$ cat config.mk
export PLATFORM = sky130hd
export DESIGN_NAME = rf_wb_arbiter
export DESIGN_NICKNAME = d
export VERILOG_FILES = /design/src/rtl/rf_wb_arbiter.sv
export SDC_FILE = /design/constraint.sdc
export NUM_CORES = 1
export LEC_CHECK = 0
export ABC_CLOCK_PERIOD_IN_PS = 2600
export CAP_MARGIN = 20
export CORE_ASPECT_RATIO = 0.6
export CORE_MARGIN = 2
export CORE_UTILIZATION = 45
export CTS_BUF_LIST = sky130_fd_sc_hd__clkbuf_16
export CTS_CLUSTER_SIZE = 25
export DETAILED_ROUTE_END_ITERATION = 8
export PLACE_DENSITY = 0.8
export SYNTH_ARGS = -nofsm -noshare
export SYNTH_HDL_FRONTEND = slang
export SYNTH_SLANG_ARGS = --single-unit
$ cat constraint.sdc
create_clock -name clk -period 2.6 [get_ports clk]
set_input_delay 0.52 -clock clk [delete_from_list [all_inputs] [get_ports clk]]
set_output_delay 0.52 -clock clk [all_outputs]
set_load 0.02 [all_outputs]
$ cat src/rtl/rf_wb_arbiter.sv
// rf_wb_arbiter
// Shares the single register-file write port between the scalar pipeline's
// write-back stage and results returned by the vector encryption coprocessor.
// Coprocessor results wait in a small FIFO. The pipeline normally wins the
// port. If a live FIFO head loses STARVE_LIMIT grants in a row, the next cycle
// forces a coprocessor write and raises wb_hold so MEM/WB freezes for a cycle.
//
// Ports
//   clk         clock, rising edge
//   reset       asynchronous active-low reset
//   pipe_we     pipeline write-back request (regWrite)
//   pipe_rd     pipeline destination register
//   pipe_wd     pipeline write data
//   cop_valid   coprocessor result valid
//   cop_ready   FIFO can accept a result
//   cop_rd      coprocessor destination register
//   cop_wd      coprocessor result data
//   rf_we       register-file write enable
//   rf_wa       register-file write address
//   rf_wd       register-file write data
//   wb_hold     hold MEM/WB and re-present pipe_we next cycle
//   fifo_count  FIFO occupancy
//
// state   | meaning
// S_PIPE  | pipeline has priority; a live FIFO head takes idle port cycles
// S_FORCE | one-cycle forced coprocessor write, pipeline held
module rf_wb_arbiter #(
    parameter int DATA_W       = 16,
    parameter int ADDR_W       = 4,
    parameter int FIFO_DEPTH   = 4,
    parameter int STARVE_LIMIT = 3
) (
    input  logic                          clk,
    input  logic                          reset,
    input  logic                          pipe_we,
    input  logic [ADDR_W-1:0]             pipe_rd,
    input  logic [DATA_W-1:0]             pipe_wd,
    input  logic                          cop_valid,
    output logic                          cop_ready,
    input  logic [ADDR_W-1:0]             cop_rd,
    input  logic [DATA_W-1:0]             cop_wd,
    output logic                          rf_we,
    output logic [ADDR_W-1:0]             rf_wa,
    output logic [DATA_W-1:0]             rf_wd,
    output logic                          wb_hold,
    output logic [$clog2(FIFO_DEPTH):0]   fifo_count
);

    localparam int PTR_W = $clog2(FIFO_DEPTH);
    localparam int CNT_W = PTR_W + 1;
    localparam int ST_W  = $clog2(STARVE_LIMIT + 1);

    localparam logic [CNT_W-1:0] DEPTH_C = CNT_W'(FIFO_DEPTH);
    localparam logic [ST_W-1:0]  LIMIT_C = ST_W'(STARVE_LIMIT);

    localparam logic [0:0] S_PIPE  = 1'b0;
    localparam logic [0:0] S_FORCE = 1'b1;

    logic [ADDR_W-1:0]     mem_rd [FIFO_DEPTH];
    logic [DATA_W-1:0]     mem_wd [FIFO_DEPTH];
    logic [FIFO_DEPTH-1:0] mem_kill;
    logic [PTR_W-1:0]      wr_ptr;
    logic [PTR_W-1:0]      rd_ptr;
    logic [CNT_W-1:0]      count;

    logic [0:0]            state;
    logic [ST_W-1:0]       starve;
    logic [ST_W-1:0]       starve_inc;

    logic head_valid;
    logic head_kill;
    logic head_live;
    logic push;
    logic pop;
    logic pipe_gnt;
    logic cop_gnt;

    assign head_valid = (count != '0);
    assign head_kill  = mem_kill[rd_ptr];
    assign head_live  = head_valid && !head_kill;

    // reset is folded in so the port reads not-ready while reset is held
    assign cop_ready  = reset && (count < DEPTH_C);
    assign push       = cop_valid && cop_ready;

    // A killed head leaves without touching the write port
    assign pop        = cop_gnt || (head_valid && head_kill);

    assign fifo_count = count;
    assign wb_hold    = (state == S_FORCE);

    always_comb begin
        pipe_gnt = 1'b0;
        cop_gnt  = 1'b0;
        if (reset) begin
            if (state == S_FORCE) begin
                cop_gnt = head_live;
            end else if (pipe_we) begin
                pipe_gnt = 1'b1;
            end else begin
                cop_gnt = head_live;
            end
        end
    end

    always_comb begin
        rf_we = 1'b0;
        rf_wa = '0;
        rf_wd = '0;
        if (pipe_gnt) begin
            rf_we = 1'b1;
            rf_wa = pipe_rd;
            rf_wd = pipe_wd;
        end else if (cop_gnt) begin
            rf_we = 1'b1;
            rf_wa = mem_rd[rd_ptr];
            rf_wd = mem_wd[rd_ptr];
        end
    end

    always_ff @(posedge clk) begin
        if (push) begin
            mem_rd[wr_ptr] <= cop_rd;
            mem_wd[wr_ptr] <= cop_wd;
        end
    end

    always_ff @(posedge clk or negedge reset) begin
        if (!reset) begin
            wr_ptr   <= '0;
            rd_ptr   <= '0;
            count    <= '0;
            mem_kill <= '0;
        end else begin
            // The pipeline write is newer than any queued result to the same
            // register. Stale or empty slots may get marked too; a push clears
            // the bit again, and the push below overrides the kill so a
            // same-cycle entry survives.
            for (int i = 0; i < FIFO_DEPTH; i++) begin
                if (pipe_gnt && (mem_rd[i] == pipe_rd)) begin
                    mem_kill[i] <= 1'b1;
                end
            end
            if (push) begin
                mem_kill[wr_ptr] <= 1'b0;
                wr_ptr           <= wr_ptr + 1'b1;
            end
            if (pop) begin
                rd_ptr <= rd_ptr + 1'b1;
            end
            case ({push, pop})
                2'b10:   count <= count + 1'b1;
                2'b01:   count <= count - 1'b1;
                default: count <= count;
            endcase
        end
    end

    assign starve_inc = (starve == LIMIT_C) ? starve : starve + 1'b1;

    always_ff @(posedge clk or negedge reset) begin
        if (!reset) begin
            state  <= S_PIPE;
            starve <= '0;
        end else begin
            case (state)
                S_PIPE: begin
                    if (head_live && pipe_gnt) begin
                        if (starve_inc == LIMIT_C) begin
                            state  <= S_FORCE;
                            starve <= '0;
                        end else begin
                            starve <= starve_inc;
                        end
                    end else begin
                        starve <= '0;
                    end
                end
                S_FORCE: begin
                    state  <= S_PIPE;
                    starve <= '0;
                end
                default: begin
                    state  <= S_PIPE;
                    starve <= '0;
                end
            endcase
        end
    end

endmodule

==> results.md, run 1 <==
| Group | Parameter | Reported |
|:---|:---|:---|
| finish | Post-route cell area | 5460 um2 |
| sta | Worst hold-check slack | 0.428 ns |
| synthesis | Main flop type after synthesis | sky130_fd_sc_hd__edfxtp_1 |
| sta | Count of endpoints failing hold in the final timing report | 0 |
| synthesis | Number of enable flip-flop cells after synthesis | 80 |
| clock tree | Number of buffers created by CTS | 9 |
| clock tree | Clock Root Buffer | sky130_fd_sc_hd__clkbuf_16 |
| sta | Final sum of negative setup slack | -0.500 ns |
| sta | Fmax | 378 MHz |
| finish | Fraction of final layout cells sized beyond drive strength 1 | 28.9% |
| floorplanning | Die Wd | 128 um |
| setup path | Delay of the slowest critical-path stage | 0.52 ns |
| synthesis | Cell type with the highest aggregate area in the netlist | sky130_fd_sc_hd__edfxtp_1 |
| power and ir drop | Sum of internal, switching and leakage power | 4.98 mW |
| placed design | Final Wtd Congestion | 0.775 |
| clock tree | CTS max path bufs | 2 |
| finish | Area of the multi-input gates | 1210 um2 |
| synthesis | Post-Synthesis Mean Instance Area | 15.8 um2 |
| clock tree | Insertion delay to the later sink of the worst-skew pair | 0.33 ns |
| synthesis | Distinct cell type count of the synthesized netlist | 28 |
| floorplanning | Core box area | 9050 um2 |
| setup path | Startpoint of the lowest-slack register-to-register path | rd_ptr[0] |
| finish | Area taken by flip-flops and latches | 2750 um2 |
| synthesis | Post-synthesis instance area | 4140 um2 |
| sta | Final period util | 102% |
| finish | Filler Cells Inserted | 701 |
| clock tree | Clock slew seen by the registers of the worst setup and hold paths | 0.06 ns |
| finish | Area growth syn-to-layout | 32.0% |
| sta | Relative slew slack | 71.2% |
| placed design | Placed instance area | 5180 um2 |
| routing | Remaining design rule violation count | 0 |
| setup path | Worst r2r path cells | 10 |
| setup path | FF-to-FF setup slack | 0.45 ns |
| synthesis | Share of flip-flops with an asynchronous set or reset after synthesis | 14.9% |
| routing | Routed wire length | 8.54 mm |
| setup path | CP Max Fanout | 17 |
| synthesis | Top cells by area, synth | sky130_fd_sc_hd__edfxtp_1 58%, sky130_fd_sc_hd__mux4_2 11%, sky130_fd_sc_hd__dfrtp_1 8.5% |
| routing | Count of antenna-violating nets left after detailed routing | 0 |
| setup path | Type of element launching the critical path | register |
| clock tree | TritonCTS clock tree | done |
| global route | All-Layer GR Usage | 18.4% |
| routing | Starting DRT DRC Count | 189 |
| routing | Via density per instance | 5.12 |
| synthesis | Yosys top cell area share | 58.1% |
| finish | Antenna cells | 0 |
| sta | RSZ-0062 raised after global routing | yes |
| sta | Setup violation total in the final timing report | 18 |
| synthesis | Post-synthesis cell count | 261 |
| setup path | Signal arrival time at the worst endpoint | 2.13 ns |
| global route | Maximum number of pins on one net before global-route repair | 25 |
| floorplanning | Number of rows in the core area | 27 |
| power and ir drop | Areal power density over the cells | 913 nW/um2 |
| synthesis | Sequential-to-total area share from yosys stat | 66.6% |
| global route | Global-route wire length before repair | 13.5 mm |
| setup path | Slowest-stage cell, CP | sky130_fd_sc_hd__mux4_2 |
| worst hold path | Startpoint of the tightest hold check path | starve[0] |
| power and ir drop | Maximum VDD drop | 501 uV |
| synthesis | Syn nets | 311 |
| setup path | CP Cell Sequence | mux4_2 -> or3_4 -> buf_12 -> o21ai_2 -> buf_6 |
| run status | Violations in the final reports | negative setup slack |
| floorplanning | Starting density of the core | 45.7% |
| sta | Actual transition at the worst max-transition pin | 0.431 ns |
| routing | Routed length per instance | 17.9 um |
| placed design | Number of placed cells counting well taps | 460 |
| global route | Initial antenna violation count | 0 |
| placed design | Pre-CTS WS | -0.361 ns |
| setup path | Category of the most critical setup path | register to output pin |
| routing | DRT Pass-1 Iters | 4 |
| finish | Utilization of the core after routing | 60.3% |
| synthesis | Most common cell in the synthesized netlist | sky130_fd_sc_hd__edfxtp_1 |
| routing | Total number of vias | 2,438 |
| clock tree | CTS H-tree depth | 3 |
| setup path | CP required | 2.08 ns |
| worst hold path | Class of the tightest hold or removal check | register to register |
| placed design | Port bufs | 69 |
| finish | Number of nets at the end of the flow | 406 |
| floorplanning | Floorplan die height | 78.3 um |
| sta | Final setup skew | 0.00620 ns |
| worst hold path | Cell count of the worst hold path | 1 |
| synthesis | Number of register bits inferred by synthesis | 94 |
| worst hold path | Endpoint with the worst hold slack | starve[0] |
| global route | Via count of the first global-routing pass | 2,627 |
| sta | Min cycle time layout | 2.65 ns |
| sta | Post-route setup slack | -0.0462 ns |
| setup path | FF-to-FF End | fifo_count[2] |
| setup path | Capturing element type of the critical path | output pin |
| finish | Finished Layout Cells | 476 |
| job | Max capacitance violation total | 0 |
| run status | Result of the run | finished with violations |
| floorplanning | Boundary Pins | 70 |
| global route | Total congestion overflow after global routing | 0 |
| power and ir drop | Leakage power | 2.08 nW |
| sta | Number of pins exceeding their max-slew limit in the final report | 0 |
| floorplanning | Die footprint | 10000 um2 |
| placed design | HPWL reported at the end of detailed placement | 5.76 mm |
| clock tree | Clock sinks | 94 |
| synthesis | Yosys warns | 0 |
| synthesis | Top cells by count, synth | 80 x sky130_fd_sc_hd__edfxtp_1, 27 x sky130_fd_sc_hd__inv_1, 22 x sky130_fd_sc_hd__nand2_1, 21 x sky130_fd_sc_hd__mux4_2 |
==> worst max path at each step <==
| stage | endpoint | from | depth (start not counted) | slack, ns |
|---|---|---|---|---|
| 2_1_floorplan | rf_wa[3] | rd_ptr[0] | 4 | 0.21 |
| 3_3_place_gp | rf_wd[12] | pipe_we | 7 | -0.31 |
| 3_5_place_dp | rf_wd[14] | pipe_we | 7 | -0.36 |
| 4_1_cts | rf_wd[14] | rd_ptr[0] | 5 | -0.1 |
| 5_1_grt | rf_wd[8] | rd_ptr[0] | 5 | -0.11 |
| 6_report | rf_wd[14] | rd_ptr[0] | 5 | -0.05 |
==> area by class of cell <==
| class | instances | area share [%] |
|---|---|---|
| Tap cell | 116 | 2.66 |
| Timing Repair Buffer | 97 | 18.0 |
| Sequential cell | 94 | 50.4 |
| Clock inverter | 6 | 0.733 |
| Clock buffer | 9 | 4.13 |
| Multi-Input combinational cell | 127 | 22.2 |
| Inverter | 27 | 1.86 |
==> cells in the final DEF (no fill, tap or decap), types with 2 or more instances in the layout <==
master                            synthesis  final
sky130_fd_sc_hd__a21oi_1                  7      7
sky130_fd_sc_hd__buf_2                    2      2
sky130_fd_sc_hd__clkbuf_16                0      9
sky130_fd_sc_hd__clkinv_1                 0      2
sky130_fd_sc_hd__o21ai_0                  4      3
sky130_fd_sc_hd__xor2_1                  19     19
sky130_fd_sc_hd__edfxtp_1                80     80
sky130_fd_sc_hd__o21ai_2                 19     19
sky130_fd_sc_hd__inv_1                   27     27
sky130_fd_sc_hd__xnor2_1                  2      2
sky130_fd_sc_hd__clkinvlp_4               0      2
sky130_fd_sc_hd__and3_1                   4      4
sky130_fd_sc_hd__mux4_2                  21     21
sky130_fd_sc_hd__buf_6                    3     18
sky130_fd_sc_hd__clkinv_4                 0      2
sky130_fd_sc_hd__nand2_1                 22     22
sky130_fd_sc_hd__ha_1                     5      5
sky130_fd_sc_hd__dfrtp_1                 14     14
sky130_fd_sc_hd__nor2_1                   7      6
sky130_fd_sc_hd__buf_12                   0      6
sky130_fd_sc_hd__nand2b_1                 2      2
sky130_fd_sc_hd__buf_4                    0     23
sky130_fd_sc_hd__nor4_1                   5      5
sky130_fd_sc_hd__clkdlybuf4s50_1          0     47
sky130_fd_sc_hd__and2_1                   2      2
==> flip-flops by register name (all words and copies together) (netlist names) <==
signal,flops
wb_hold,1
mem_kill,4
starve,2
rd_ptr,2
mem_rd,16
fifo_count,3
mem_wd,64
wr_ptr,2
==> critical path, delay by kind of cell, from the launching register on <==
family                 cells  cell delay (ns)
AO/OA/AOI/OAI              1             0.17
buffers and inverters      2             0.31
multiplexers               1             0.52
AND/OR/NAND/NOR            1             0.42
flip-flops                 1             0.36
==> logic make-up after synthesis <==
family,after synthesis,share of synthesized area (%)
flops,94,66.6
buf+inv,40,4.24
simple gates,47,5.54
fa+ha+maj,6,2.00
mux,22,11.7
compound gates,31,5.54
xor+xnor,21,4.45
==> where the power goes <==
part / switching [mW] / leakage [nW] / internal, mW
logic: 0.938 / 1.06 / 0.948
clock network: 0.527 / 0.123 / 0.638
registers: 0.0952 / 0.897 / 1.84
total: 1.56 / 2.08 / 3.42
==> repair_timing <==
item	in CTS	in global routing
pin swaps	1	2
gates resized for setup	121	4
setup buffers	1	0
setup endpoints to repair	22	21
hold buffers	0	0
==> metal layers <==
metal	up-vias	share of wire (%)	global-route usage, %
li1	1145	-	-
met1	1218	44	24.3
met2	70	49	31.0
met3	5	5.8	4.64
met4	0	0.56	4.51
met5	-	0	0
No activity file was read; power rests on OpenSTA's default activity.
==> inputs of run 2 (changes only) <==
- CTS_CLUSTER_SIZE: 25 -> not set
- RECOVER_POWER: not set -> 25
==> results.md, run 2 (same netlist as run 1, synthesis figures left out) <==
| Group | Parameter | Reported |
|:---|:---|:---|
| run status | Result of the run | finished with violations |
| run status | Violations in the final reports | negative setup slack |
| job | Max capacitance violation total | 0 |
| routing | Remaining design rule violation count | 0 |
| floorplanning | Starting density of the core | 45.7% |
| sta | Number of pins exceeding their max-slew limit in the final report | 0 |
| power and ir drop | Combinational fraction of design power | 37.8% |
| sta | Fmax | 378 MHz |
| sta | Final setup skew | 0.00631 ns |
| power and ir drop | Maximum VDD drop | 502 uV |
| routing | Count of antenna-violating nets left after detailed routing | 0 |
| floorplanning | Die footprint | 10000 um2 |
| finish | Filler Cells Inserted | 701 |
| global route | Initial antenna violation count | 0 |
| sta | Relative slew slack | 71.5% |
| clock tree | Clock slew seen by the registers of the worst setup and hold paths | 0.06 ns |
| setup path | CP required | 2.08 ns |
| finish | Finished Layout Cells | 476 |
| clock tree | Clock Root Buffer | sky130_fd_sc_hd__clkbuf_16 |
| finish | Area growth syn-to-layout | 32.0% |
| finish | Area taken by flip-flops and latches | 2750 um2 |
| placed design | Final Wtd Congestion | 0.775 |
| power and ir drop | Areal power density over the cells | 913 nW/um2 |
| clock tree | Number of buffers created by CTS | 9 |
| clock tree | TritonCTS clock tree | done |
| clock tree | CTS max path bufs | 2 |
| placed design | Port bufs | 69 |
| sta | Actual transition at the worst max-transition pin | 0.428 ns |
| clock tree | Clock sinks | 94 |
| clock tree | Post-CTS Hold Buffers | 0 |
| finish | Number of nets at the end of the flow | 406 |
| worst hold path | Class of the tightest hold or removal check | register to register |
| finish | Area of the multi-input gates | 1210 um2 |
| sta | Count of endpoints failing hold in the final timing report | 0 |
| setup path | Capturing element type of the critical path | output pin |
| global route | Via count of the first global-routing pass | 2,627 |
| power and ir drop | Net switching power | 1.57 mW |
| power and ir drop | Net switching share of the total power | 31.4% |
| global route | Total congestion overflow after global routing | 0 |
| clock tree | CTS H-tree depth | 3 |
| placed design | HPWL reported at the end of detailed placement | 5.76 mm |
| sta | Setup violation total in the final timing report | 18 |
| finish | Utilization of the core after routing | 60.3% |
| power and ir drop | Leakage power | 2.08 nW |
| routing | Routed wire length | 8.54 mm |
| floorplanning | Boundary Pins | 70 |
| routing | DRT Pass-1 Iters | 5 |
| sta | Min cycle time layout | 2.65 ns |
| finish | Largest registers | mem_wd x64, mem_rd x16, mem_kill x4 |
| global route | All-Layer GR Usage | 18.4% |
| power and ir drop | Internal cell power | 3.42 mW |
| setup path | CP Cell Sequence | mux4_2 -> or3_4 -> buf_12 -> o21ai_2 -> buf_6 |
| finish | Flip-flop count of the largest register, all copies and words added | 64 |
| finish | Commonest non-fill, non-tap cell in the layout | sky130_fd_sc_hd__edfxtp_1 |
| routing | Total number of vias | 2,444 |
| power and ir drop | Clk network pwr share | 23.4% |
| sta | Post-route setup slack | -0.0489 ns |
| floorplanning | Die Wd | 128 um |
| global route | Global-route wire length before repair | 13.5 mm |
| sta | Final sum of negative setup slack | -0.559 ns |
| floorplanning | Number of rows in the core area | 27 |
| finish | Fraction of final layout cells sized beyond drive strength 1 | 28.9% |
| finish | Register containing the most flip-flops in the final layout | mem_wd |
| setup path | Signal arrival time at the worst endpoint | 2.13 ns |
| sta | RSZ-0062 raised after global routing | yes |
| setup path | Type of element launching the critical path | register |
| setup path | Category of the most critical setup path | register to output pin |
| setup path | CP Max Fanout | 17 |
| setup path | Delay of the slowest critical-path stage | 0.52 ns |
| routing | Routed length per instance | 17.9 um |
| placed design | Number of placed cells counting well taps | 460 |
| sta | Final period util | 102% |
| floorplanning | Floorplan die height | 78.3 um |
| global route | Maximum number of pins on one net before global-route repair | 25 |
| setup path | Slowest-stage cell, CP | sky130_fd_sc_hd__mux4_2 |
| routing | Starting DRT DRC Count | 197 |
| clock tree | Insertion delay to the later sink of the worst-skew pair | 0.33 ns |
| power and ir drop | Sequential group share of total power | 38.7% |
| placed design | Pre-CTS WS | -0.361 ns |
| floorplanning | Core box area | 9050 um2 |
| routing | Via density per instance | 5.13 |
| finish | Antenna cells | 0 |
| finish | Commonest non-fill, non-tap cells in the layout | 80 x sky130_fd_sc_hd__edfxtp_1, 38 x sky130_fd_sc_hd__clkdlybuf4s50_1, 27 x sky130_fd_sc_hd__inv_1 |
==> run 2: cell count changes in the layout (fill, tap and decap cells not counted) <==
cell,previous run,this run
sky130_fd_sc_hd__clkdlybuf4s50_1,47,38
sky130_fd_sc_hd__dlygate4sd3_1,0,9
==> run 2: stage by stage <==
stage	power [mW]	hold slack [ns]	cell area (um2)
after floorplan	3.13	0.224	4140
after global placement	3.78	0.409	5180
after detailed placement	3.84	0.419	5180
after CTS	5.04	0.427	5450
after global routing	5.25	0.444	5460
final	4.99	0.428	5460
==> run 2: worst paths after layout <==
kind                           start       endpoint  slack, ns  cells past startpoint
min in group asynchronous      reset        wb_hold       0.64                      3
min                        starve[0]      starve[0]       0.43                      1
max in group asynchronous      reset      rd_ptr[0]       1.77                      3
min reg2reg                starve[0]      starve[0]       0.43                      1
max reg2reg                rd_ptr[0]  fifo_count[2]       0.45                     10
max                        rd_ptr[0]      rf_wd[14]      -0.05                      5
==> run 2: layout make-up <==
| class | count | area share [%] |
|---|---|---|
| Clock buffer | 9 | 4.13 |
| Clock inverter | 6 | 0.733 |
| Inverter | 27 | 1.86 |
| Multi-Input combinational cell | 127 | 22.2 |
| Sequential cell | 94 | 50.4 |
| Tap cell | 116 | 2.66 |
| Timing Repair Buffer | 97 | 18.0 |
==> run 2: metal layers <==
metal | vias to the layer above | track usage [%] | wire length [um]
met5 | - | 0 | 0
met4 | 0 | 4.51 | 48
met3 | 5 | 4.64 | 464
met2 | 71 | 31.0 | 4240
met1 | 1222 | 24.3 | 3780
li1 | 1146 | - | -
==> run 2: critical path: cells and delay by family, from the launching register on <==
family / cells / cell delay (ns)
flip-flops: 1 / 0.37
multiplexers: 1 / 0.52
buffers and inverters: 2 / 0.31
AND/OR/NAND/NOR: 1 / 0.42
AO/OA/AOI/OAI: 1 / 0.17
==> run 2: repair_timing <==
| action | in CTS | in global routing |
|---|---|---|
| pin swaps | 1 | 2 |
| resized for setup | 121 | 4 |
| endpoints found under the setup margin | 22 | 21 |
| buffers inserted | 1 | 0 |
==> run 2: power groups by stage <==
stage | Sequential (mW) | Clock (mW) | Combinational [mW]
6_report | 1.93 | 1.17 | 1.89
5_1_grt | 1.95 | 1.25 | 2.05
4_1_cts | 1.93 | 1.20 | 1.91
3_5_place_dp | 1.96 | 0 | 1.88
3_3_place_gp | 1.95 | 0 | 1.83
2_1_floorplan | 1.97 | 0 | 1.16
==> inputs of run 3 (changes only) <==
- SLEW_MARGIN: not set -> 10
==> results of run 3 <==
No change in the layout: final DEF, timing and power equal those of run 2.
==> edit, RTL diff (settings of run 3) <==
Change the parameter `STARVE_LIMIT` from 3 to 6.
--- a/src/rtl/rf_wb_arbiter.sv
+++ b/src/rtl/rf_wb_arbiter.sv
@@ -30,3 +30,3 @@
     parameter int FIFO_DEPTH   = 4,
-    parameter int STARVE_LIMIT = 3
+    parameter int STARVE_LIMIT = 6
 ) (
Behaviour: not the same (Yosys sat finds a counterexample within 10 cycles, from zero or initial values and one cycle with reset low).
==> edit against run 3 <==
  * Worst hold slack gained 0.074 ns
  * Power up 5.6%
  * First-iteration DRC count down 23%
  * Combinational power rose by 13%
  * Sequential power is 2% higher
  * Global-route usage increased by 1.6 points
  * Maximum frequency up 4.6%
  * Setup slack improved by 0.12 ns
  * Design area shrank 0.73%
  * Count of clock-buffer cells in the layout unchanged
  * Wire length rose by 9.7%
  * Area after synthesis decreased by 0.27%
  * Sequential cell count up 1
  * Highest routed layer unchanged
==> edit: results <==
metrics = {
    "yosys": {
        "synth_area_leaders": "edfxtp_1 (58%), mux4_2 (11%), dfrtp_1 (9.1%)",
        "synth_nets": 287,
        "synth.distinct_cells": 34,
        "syn_inst": 235,
        "netlist_top_cells_count": "edfxtp_1 (80), mux4_2 (21), a32o_1 (20)",
        "synth_seq_area_share_pct": 67.4,
        "synthArstFlopShare_pct": 15.8,
    },
    "clock_network": {
        "clock_latency_ns": 0.34,
        "clkTransAtPathRegs_ns": 0.06,
        "cts-buffers-inserted": 9,
    },
    "power": {
        "power_leakage_nw": 2.05,
        "switchingPower_w": 0.00168,
        "peakVddDrop_uv": 457,
    },
    "drt": {
        "viasPerCell": 5.51,
        "routedWlPerCell_um": 20.6,
        "firstDrtPassIters": 4,
        "drt-initial-drc-count": 152,
    },
    "place": {
        "placed_cell_area_um2": 5130,
        "routabilityCongestion": 0.778,
        "dp_cells": 432,
        "portBuffers": 69,
        "post-dp-hpwl_mm": 6.47,
    },
    "global_routing": {
        "grt_max_degree": 23,
        "grt_pass1_vias": 2636,
        "track_usage_pct": 20.0,
        "grt_pass1_wl_mm": 14.5,
    },
    "layout": {
        "fin_nets": 390,
        "finalCoreUtilization_pct": 62.2,
        "drive_gt1_share_pct": 29.4,
        "fin_cells": 455,
        "fillers": 655,
    },
    "status": {
        "status": "finished clean",
    },
    "min_path": {
        "worst_hold_path.endpoint": "mem_kill[0]",
        "hold_depth": 2,
        "hold_start": "mem_kill[0]",
    },
    "worst_setup_path": {
        "critPathLaunch": "mem_kill[3]",
        "critPathMaxFanout": 9,
        "r2r_setup_slack_ns": 0.51,
        "arrival_ns": 2.01,
        "rr_worst_depth": 9,
    },
    "timing": {
        "clock_skew_ns": 0.00802,
        "worst_pin_slew_ns": 0.396,
    },
}
## edit: through the flow
step	setup slack (ns)	hold slack, ns
2_1_floorplan	0.441	0.224
3_3_place_gp	-0.238	0.480
3_5_place_dp	-0.252	0.492
4_1_cts	-0.0350	0.505
5_1_grt	-0.0286	0.534
6_report	0.0674	0.502
## edit: logic make-up after synthesis
kind of cell | synth area share (%)
and+or+nand+nor | 4.40
DFF | 67.4
adders and majority gates | 2.61
xor gates and xnor gates | 4.67
AOI/OAI and AO/OA | 6.64
buffers and inverters | 2.61
muxes | 11.7
## edit: layout make-up
type / instances / area share, %
multi-input combinational: 117 / 22.9
timing repair buffer: 107 / 17.7
sequential: 95 / 51.3
inverter: 8 / 0.554
clock buffer: 9 / 4.16
clock inverter: 7 / 0.785
tap: 112 / 2.59
## edit: worst max path at each step
stage,end,slack (ns),cells after the start
final,rf_wd[0],0.07,5
after CTS,rf_wd[8],-0.03,7
after floorplan,fifo_count[2],0.44,9
after global routing,rf_wa[3],-0.03,6
after detailed placement,rf_wd[0],-0.25,6
after global placement,rf_wd[0],-0.24,6
## edit: per-layer routing
metal  vias up  track usage (%)  part of all wire (%)
li1       1146                -                     -
met1      1280             27.5                    46
met2        75             30.5                    47
met3         6             7.63                   6.5
met4         0             4.84                  0.54
met5         -                0                     0
## edit: worst max-delay path, stage by stage, from the launching register on
cell and delay, ns:
dfrtp_1 0.40, mux4_2 0.53, nor2_4 0.23, buf_12 0.17, a32o_1 0.19, buf_4 0.15
## edit: power by group through the flow
stage | sequential (W) | combinational, W | clock [W]
detailed placement | 0.00201 | 0.00194 | 0
global route | 0.00199 | 0.00230 | 0.00124
finish | 0.00197 | 0.00213 | 0.00117
floorplan | 0.00199 | 0.00121 | 0
global placement | 0.00199 | 0.00192 | 0
CTS | 0.00197 | 0.00228 | 0.00120
## edit: timing repair
action,in CTS,in global routing
pin swaps,1,3
gates cloned,1,0
endpoints found under the setup margin,22,20
buffers inserted,7,2
gates resized for setup,87,22
hold endpoints to repair,0,0
